## src/rtl/coax_rx_phase_tracker.sv

```systemverilog
// Recovers Manchester bit timing from the coax receive line by locking onto mid-bit transitions.
// Optional build macro COAX_RX_PHASE_TRACKER_GLITCH_FILTER_EN adds a 3-tap majority filter after the synchroniser.
module coax_rx_phase_tracker #(
  parameter int CLOCKS_PER_BIT = 8,
  parameter int TOLERANCE      = 2,
  parameter int SAMPLE_OFFSET  = 2,
  parameter int MAX_MISSES     = 2
) (
  input  logic clk,
  input  logic reset_n,
  input  logic rx,
  output logic sample,
  output logic bit_value,
  output logic synchronized,
  output logic miss
);

  localparam int PW = $clog2(CLOCKS_PER_BIT + TOLERANCE);
  localparam int MW = $clog2(MAX_MISSES + 1);

  localparam logic [PW-1:0] WIN_LO       = PW'(CLOCKS_PER_BIT - TOLERANCE);
  localparam logic [PW-1:0] WIN_HI       = PW'(CLOCKS_PER_BIT - 1 + TOLERANCE);
  localparam logic [PW-1:0] MISS_RESTART = PW'(TOLERANCE);
  localparam logic [PW-1:0] SAMPLE_PHASE = PW'(SAMPLE_OFFSET);
  localparam logic [PW-1:0] PHASE_ONE    = PW'(1);
  localparam logic [MW-1:0] MISS_LAST    = MW'(MAX_MISSES - 1);
  localparam logic [MW-1:0] MISS_ONE     = MW'(1);

  typedef enum logic [0:0] {
    HUNT   = 1'b0,
    LOCKED = 1'b1
  } state_t;

  logic          sync1_r;
  logic          sync2_r;
  logic          rx_s;
  logic          rx_d_r;
  logic          edge_s;
  logic          in_window_s;

  state_t        state_r;
  state_t        state_nx_s;
  logic [PW-1:0] phase_r;
  logic [PW-1:0] phase_nx_s;
  logic [MW-1:0] miss_cnt_r;
  logic [MW-1:0] miss_cnt_nx_s;
  logic          sample_r;
  logic          sample_nx_s;
  logic          bit_value_r;
  logic          bit_value_nx_s;
  logic          synchronized_r;
  logic          miss_r;
  logic          miss_nx_s;

  // Two-flop synchroniser plus one-cycle history of the conditioned line for edge detection
  always_ff @(posedge clk or negedge reset_n) begin
    if (!reset_n) begin
      sync1_r <= 1'b0;
      sync2_r <= 1'b0;
      rx_d_r  <= 1'b0;
    end else begin
      sync1_r <= rx;
      sync2_r <= sync1_r;
      rx_d_r  <= rx_s;
    end
  end

`ifdef COAX_RX_PHASE_TRACKER_GLITCH_FILTER_EN
  logic [1:0] hist_r;

  function automatic logic majority3(input logic a, input logic b, input logic c);
    return (a & b) | (a & c) | (b & c);
  endfunction

  // History of synchronised samples feeding the majority vote
  always_ff @(posedge clk or negedge reset_n) begin
    if (!reset_n) begin
      hist_r <= 2'b00;
    end else begin
      hist_r <= {hist_r[0], sync2_r};
    end
  end

  // Any single-clock pulse never gets two votes, so it cannot reach the edge detector
  assign rx_s = majority3(sync2_r, hist_r[0], hist_r[1]);
`else
  assign rx_s = sync2_r;
`endif

  assign edge_s      = rx_s ^ rx_d_r;
  assign in_window_s = (phase_r >= WIN_LO) && (phase_r <= WIN_HI);

  // Next-state, phase tracking and output decode
  always_comb begin
    state_nx_s     = state_r;
    phase_nx_s     = phase_r;
    miss_cnt_nx_s  = miss_cnt_r;
    sample_nx_s    = 1'b0;
    bit_value_nx_s = bit_value_r;
    miss_nx_s      = 1'b0;
    case (state_r)
      HUNT: begin
        phase_nx_s    = '0;
        miss_cnt_nx_s = '0;
        if (edge_s) begin
          state_nx_s = LOCKED;
        end else begin
          state_nx_s = HUNT;
        end
      end
      LOCKED: begin
        if (phase_r == SAMPLE_PHASE) begin
          sample_nx_s    = 1'b1;
          bit_value_nx_s = rx_s;
        end else begin
          sample_nx_s    = 1'b0;
        end
        // An edge on the last window cycle still realigns, so it takes priority over the miss
        if (edge_s && in_window_s) begin
          phase_nx_s    = '0;
          miss_cnt_nx_s = '0;
        end else if (phase_r == WIN_HI) begin
          miss_nx_s = 1'b1;
          if (miss_cnt_r == MISS_LAST) begin
            state_nx_s    = HUNT;
            phase_nx_s    = '0;
            miss_cnt_nx_s = '0;
          end else begin
            phase_nx_s    = MISS_RESTART;
            miss_cnt_nx_s = miss_cnt_r + MISS_ONE;
          end
        end else begin
          phase_nx_s = phase_r + PHASE_ONE;
        end
      end
      default: begin
        state_nx_s    = HUNT;
        phase_nx_s    = '0;
        miss_cnt_nx_s = '0;
      end
    endcase
  end

  // State, counters and registered outputs
  always_ff @(posedge clk or negedge reset_n) begin
    if (!reset_n) begin
      state_r        <= HUNT;
      phase_r        <= '0;
      miss_cnt_r     <= '0;
      sample_r       <= 1'b0;
      bit_value_r    <= 1'b0;
      synchronized_r <= 1'b0;
      miss_r         <= 1'b0;
    end else begin
      state_r        <= state_nx_s;
      phase_r        <= phase_nx_s;
      miss_cnt_r     <= miss_cnt_nx_s;
      sample_r       <= sample_nx_s;
      bit_value_r    <= bit_value_nx_s;
      synchronized_r <= (state_nx_s == LOCKED);
      miss_r         <= miss_nx_s;
    end
  end

  assign sample       = sample_r;
  assign bit_value    = bit_value_r;
  assign synchronized = synchronized_r;
  assign miss         = miss_r;

endmodule
```

## config.mk

```make
export PLATFORM = sky130hd
export DESIGN_NAME = coax_rx_phase_tracker
export DESIGN_NICKNAME = d
export VERILOG_FILES = /design/src/rtl/coax_rx_phase_tracker.sv
export SDC_FILE = /design/constraint.sdc
export NUM_CORES = 1
export LEC_CHECK = 0
export BUFFER_PORTS_ARGS = -buffer_cell sky130_fd_sc_hd__buf_4
export CAP_MARGIN = 15
export CORE_UTILIZATION = 45
export DETAILED_ROUTE_END_ITERATION = 8
export MAX_ROUTING_LAYER = met4
export PLACE_DENSITY_LB_ADDON = 0.1
export SLEW_MARGIN = 30
export SYNTH_ARGS = -nofsm -noshare
export SYNTH_HDL_FRONTEND = slang
export SYNTH_SLANG_ARGS = --single-unit
```

## constraint.sdc

```tcl
create_clock -name clk -period 2 [get_ports clk]
set_input_delay 0.6 -clock clk [delete_from_list [all_inputs] [get_ports clk]]
set_output_delay 0.6 -clock clk [all_outputs]
set_load 0.05 [all_outputs]
```

==> results_dict.tcl, run 1 <==
set metrics [dict create \
    p_switching_uw 506 \
    dp_cells 67 \
    ant_nets 0 \
    syn_inst 47 \
    slowest_delay_ps 450 \
    wl_met1_um 496 \
    final_cells 71 \
    ys_seq_area_share_pct 52.8 \
    hold_viol_final 0 \
    die_area_um2 1520 \
    cts.sinks 13 \
    drt-wirelength-per-cell_um 16.2 \
    rsz0062_at_grt "no" \
    synth_common_cells "13 x dfrtp_1, 4 x ha_1, 4 x inv_1" \
    cp.required_ps 2150 \
    crit_type "flop to flop" \
    startpoint_type "flop" \
    postRouteWirelength_um 1150 \
    core-area_um2 1190 \
    dr.max_layer_used "met3" \
    wl_met3_um 33 \
    cts_resized 0 \
    cap_violations 0 \
    num-nets-final 65 \
    synth_top_cell_by_area "dfrtp_1" \
    die_h_um 39.0 \
    worst_slack_ps 265 \
    finalSetupViolCount 0 \
    row_count 12 \
    initial_core_util_pct 51.9 \
    insertion_delay_ps 280 \
    crit_path_end_kind "flop" \
    hold_path_class "input pin to async pin" \
    met2_length_um 617 \
    peakVddDrop_v 0.000688 \
    cp_slowest_cell "a2111oi_1" \
    yosysTopAreaCellShare_pct 52.8 \
    cts_max_level 1 \
    synth_most_common_cell "dfrtp_1" \
    gr-usage-all-layers_pct 21.7 \
    post_cts_buffers 0 \
    power_frac_seq_pct 37.3 \
    root_buffer "clkbuf_4" \
    vias 413 \
    grt_max_degree 14 \
    hold_buffers 0 \
    powerDensity_nw_per_um2 1630 \
    grt_pass1_wl_um 2010 \
    drt_iter0_markers 7 \
    tns_ps 0 \
    firstDrtPassIters 3 \
    portBuffers 6 \
    die_w_um 39.0 \
    viasPerCell 5.82 \
    clock_path_buffers 2 \
    crit_chain "inv_1, ha_1, nor2_1, o22ai_4, a2111oi_1" \
    status "complete, no violations" \
    drive_gt1_share_pct 28.1 \
    yosysWarnings 0 \
    synth.avg_cell_area_um2 13.1 \
    period_needed_ps 1740 \
    pin_count 7 \
    dp_slack_ps 286 \
    cts.clk_slew.worst_paths_ps 80 \
    syn_to_final_growth_pct 14.4 \
    first_global_vias 443 \
    ys.flop_type "dfrtp_1" \
    synth_edf_count 0 \
    routabilityCongestion 0.863 \
    p_leak_nw 0.310 \
    slew_viol_final 0 \
    ys_async_sr_fraction_pct 100 \
    synth_area_um2 616 \
    antenna_found_initial 0 \
    max_freq_ghz 0.576 \
    switching_share_pct 44.0 \
    syn-num-nets 54 \
    cts_tree "built" \
    n_antenna_cell 0 \
    finalCritPeriodShare_pct 86.8 \
    tightest_slew_ps 744 \
    cp_max_fo 7 \
    drcViolationCount 0 \
    pwr-share-clk_pct 13.9 \
    fin_worst_skew_ps 8.96 \
    internal_power_uw 644 \
    cts_buffers 3 \
    timing.hold.ws_ps 147 \
    yosysUniqueCellTypes 21 \
    cp.arrival_ps 1880 \
    slew_headroom_pct 50.2 \
    dpl.hpwl_um 838 \
    p_comb_share_pct 48.8 \
    gr-total-overflow 0 \
    ys_seq_elements 13 \
    yosys-top-cells-area "dfrtp_1 53%, ha_1 8.1%, a2111oi_1 4.9%" \
]
[power groups by stage]
stage | sequential (mW) | clock [mW] | combinational (mW)
4_1_cts | 0.427 | 0.169 | 0.564
6_report | 0.429 | 0.160 | 0.562
5_1_grt | 0.441 | 0.177 | 0.613
3_5_place_dp | 0.433 | 0 | 0.560
2_1_floorplan | 0.518 | 0 | 0.338
3_3_place_gp | 0.422 | 0 | 0.544
[kinds of logic (layout without fill, tap and decap cells)]
| family | Yosys count | count (layout) | synth area share, % |
|---|---|---|---|
| AO/OA/AOI/OAI | 11 | 11 | 19.9 |
| XOR/XNOR | 4 | 4 | 5.69 |
| adder cells (fa/ha/maj) | 4 | 4 | 8.13 |
| buffers and inverters | 4 | 14 | 2.44 |
| flip-flops | 13 | 13 | 52.8 |
| multiplexers | 1 | 1 | 1.83 |
| AND/OR/NAND/NOR | 10 | 10 | 9.15 |
[critical path: cells and delay by family (launching register included)]
kind                       cells  cell delay, ps
buffers and inverters          1              90
and+or+nand+nor                1             240
adders and majority gates      1             230
DFF                            1             420
AOI/OAI and AO/OA              2             620
[cells in the final DEF (no fill, tap or decap)]
master and n:
mux2_2 1, a2111oi_1 3, a211oi_1 1, ha_1 4, nand4b_1 1, nand3_1 1, buf_4 6, a211oi_2 1
and3b_2 1, clkbuf_1 1, xor2_1 2, o21ai_1 1, clkbuf_4 3, nor2_1 3, o221ai_1 1, nand2b_2 1
xnor2_1 2, dfrtp_1 13, o22ai_4 1, nand2_1 2, nor3_1 1, a2111oi_2 2, inv_1 4, o2bb2ai_1 1
[layer usage]
metal	track usage (%)	vias to the layer above
met5	-	-
li1	-	191
met4	10.3	0
met1	26.0	214
met3	5.20	0
met2	34.2	8
[sequential cells by signal (all words and copies together), names as in the netlist]
name and count:
sync1_r 1, bit_value 1, miss 1, rx_d_r 1
sample 1, rx_s 1, synchronized 1, miss_cnt_r 2
phase_r 4
[cell type report]
cell class | instances | area (um2)
Timing Repair Buffer | 6 | 45.0
Clock buffer | 4 | 26.3
Tap cell | 14 | 17.5
Sequential cell | 13 | 325
Inverter | 4 | 15.0
Fill cell | 103 | 482
Multi-Input combinational cell | 30 | 275
[through the flow]
| stage | utilization [%] | power [mW] | instance area [um2] |
|---|---|---|---|
| floorplan | - | 0.856 | 616 |
| global placement | 57.2 | 0.966 | 678 |
| detailed placement | 57.2 | 0.994 | 678 |
| CTS | 59.4 | 1.16 | 704 |
| global route | 59.4 | 1.23 | 704 |
| finish | 59.4 | 1.15 | 704 |
[path summary, 6_finish.rpt]
| check | startpoint | end | slack [ps] | cells past startpoint |
|---|---|---|---|---|
| max in group asynchronous | reset_n | rx_s$_DFF_PN0_ | 1690 | 1 |
| hold reg to reg | sync1_r$_DFF_PN0_ | rx_s$_DFF_PN0_ | 370 | 0 |
| setup / recovery | phase_r[1]$_DFF_PN0_ | miss$_DFF_PN0_ | 260 | 5 |
| hold / removal | reset_n | synchronized$_DFF_PN0_ | 150 | 1 |
| min in group clk | sync1_r$_DFF_PN0_ | rx_s$_DFF_PN0_ | 370 | 0 |
| setup reg to reg | phase_r[1]$_DFF_PN0_ | miss$_DFF_PN0_ | 260 | 5 |
Note: power is estimated with default switching activity, not from simulation.
==> run 2: changes to the inputs <==
- CTS_BUF_LIST: not set -> sky130_fd_sc_hd__clkbuf_16
==> results_dict.tcl, run 2 (synthesis results as in run 1) <==
set metrics [dict create \
    status "complete, no violations" \
    insertion_delay_ps 240 \
    grt_max_degree 14 \
    postRouteWirelength_um 1200 \
    grt_util_met3_pct 5.20 \
    cp.required_ps 2100 \
    tns_ps 0 \
    drt-wirelength-per-cell_um 16.9 \
    finalCritPeriodShare_pct 89.6 \
    crit_type "flop to flop" \
    cts_resized 0 \
    slew_headroom_pct 50.8 \
    final_cell_mix "13 x dfrtp_1, 6 x buf_4, 5 x inv_1" \
    largest_register "phase_r" \
    first_global_vias 458 \
    die_h_um 39.0 \
    grt_util_met1_pct 27.5 \
    die_w_um 39.0 \
    initial_core_util_pct 51.9 \
    grt_use_met2_pct 35.8 \
    viasPerCell 5.99 \
    die_area_um2 1520 \
    core-area_um2 1190 \
    cts.sinks 13 \
    post_cts_buffers 0 \
    utilization_pct 63.8 \
    hold_buffers 0 \
    cap_violations 0 \
    firstDrtPassIters 4 \
    crit_chain "inv_1, ha_1, nor2_1, o22ai_4, a2111oi_1" \
    pin_count 7 \
    drcViolationCount 0 \
    top_usage_layer "met2" \
    period_needed_ps 1790 \
    cts_max_level 1 \
    cp.arrival_ps 1890 \
    gr-total-overflow 0 \
    antenna_found_initial 0 \
    root_buffer "clkbuf_16" \
    grt_pass1_wl_um 2110 \
    hold_path_class "input pin to async pin" \
    clock_path_buffers 2 \
    hold_viol_final 0 \
    finalSetupViolCount 0 \
    slowest_delay_ps 460 \
    top_regs "phase_r x4, miss_cnt_r x2" \
    largest_reg_flops 4 \
    gr-usage-all-layers_pct 23.0 \
    dpl.hpwl_um 838 \
    cts.clk_slew.worst_paths_ps 40 \
    placed_area_um2 678 \
    max_freq_ghz 0.558 \
    p_leak_nw 0.337 \
    fin_worst_skew_ps 2.40 \
    startpoint_type "flop" \
    powerDensity_nw_per_um2 1800 \
    num-nets-final 65 \
    drt_iter0_markers 9 \
    tightest_slew_ps 735 \
    peakVddDrop_v 0.000831 \
    stdcell_area_um2 757 \
    cp_slowest_cell "a2111oi_1" \
    ant_nets 0 \
    crit_path_end_kind "flop" \
    slew_viol_final 0 \
    portBuffers 6 \
    n_antenna_cell 0 \
    row_count 12 \
    rsz0062_at_grt "no" \
    cp_max_fo 7 \
    drive_gt1_share_pct 28.1 \
    syn_to_final_growth_pct 23.0 \
    cts_buffers 3 \
    cts_tree "built" \
    final_common_cell "dfrtp_1" \
    vias 425 \
    reg2reg_depth 5 \
    routabilityCongestion 0.863 \
]
-- run 2: cell count changes in the layout (fill, tap and decap cells not counted) --
cell,before,now
clkbuf_16,0,3
clkbuf_4,3,0
clkbuf_1,1,0
inv_1,4,5
-- run 2: per-layer routing --
metal / vias up / routed length, um
li1: 191 / -
met1: 218 / 504
met2: 12 / 624
met3: 4 / 55
met4: 0 / 13
met5: - / 0
-- run 2: worst paths after layout --
check,endpoint,slack [ps],from
worst min-delay path,synchronized$_DFF_PN0_,190,reset_n
worst max-delay path,miss$_DFF_PN0_,210,phase_r[1]$_DFF_PN0_
min in group clk,rx_s$_DFF_PN0_,360,sync1_r$_DFF_PN0_
max in group asynchronous,rx_s$_DFF_PN0_,1650,reset_n
worst min register to register,rx_s$_DFF_PN0_,360,sync1_r$_DFF_PN0_
worst max register to register,miss$_DFF_PN0_,210,phase_r[1]$_DFF_PN0_
-- run 2: stage by stage --
step	hold WS [ps]	setup WS, ps	power (mW)	instances
after floorplan	304	505	0.856	47
after global placement	338	399	0.966	67
after detailed placement	352	286	0.994	67
after CTS	193	235	1.38	71
after global routing	201	161	1.45	71
final	193	208	1.36	71
-- run 2: layout make-up --
type	instances	area, um2
Clock buffer	3	75.1
Clock inverter	1	3.75
Fill cell	94	429
Inverter	4	15.0
Multi-Input combinational cell	30	275
Sequential cell	13	325
Tap cell	14	17.5
Timing Repair Buffer	6	45.0
-- run 2: critical path, delay by kind of cell, from the launching register on --
| kind | cells | cell delay [ps] |
|---|---|---|
| AND/OR/NAND/NOR | 1 | 270 |
| buffers and inverters | 1 | 100 |
| adder cells (fa/ha/maj) | 1 | 230 |
| AO/OA/AOI/OAI | 2 | 640 |
| flip-flops | 1 | 410 |
-- run 2: report_power, final --
part | switching, mW | internal [mW]
Combinational | 0.341 | 0.225
Sequential | 0.0897 | 0.343
Clock | 0.101 | 0.263
Total | 0.532 | 0.831
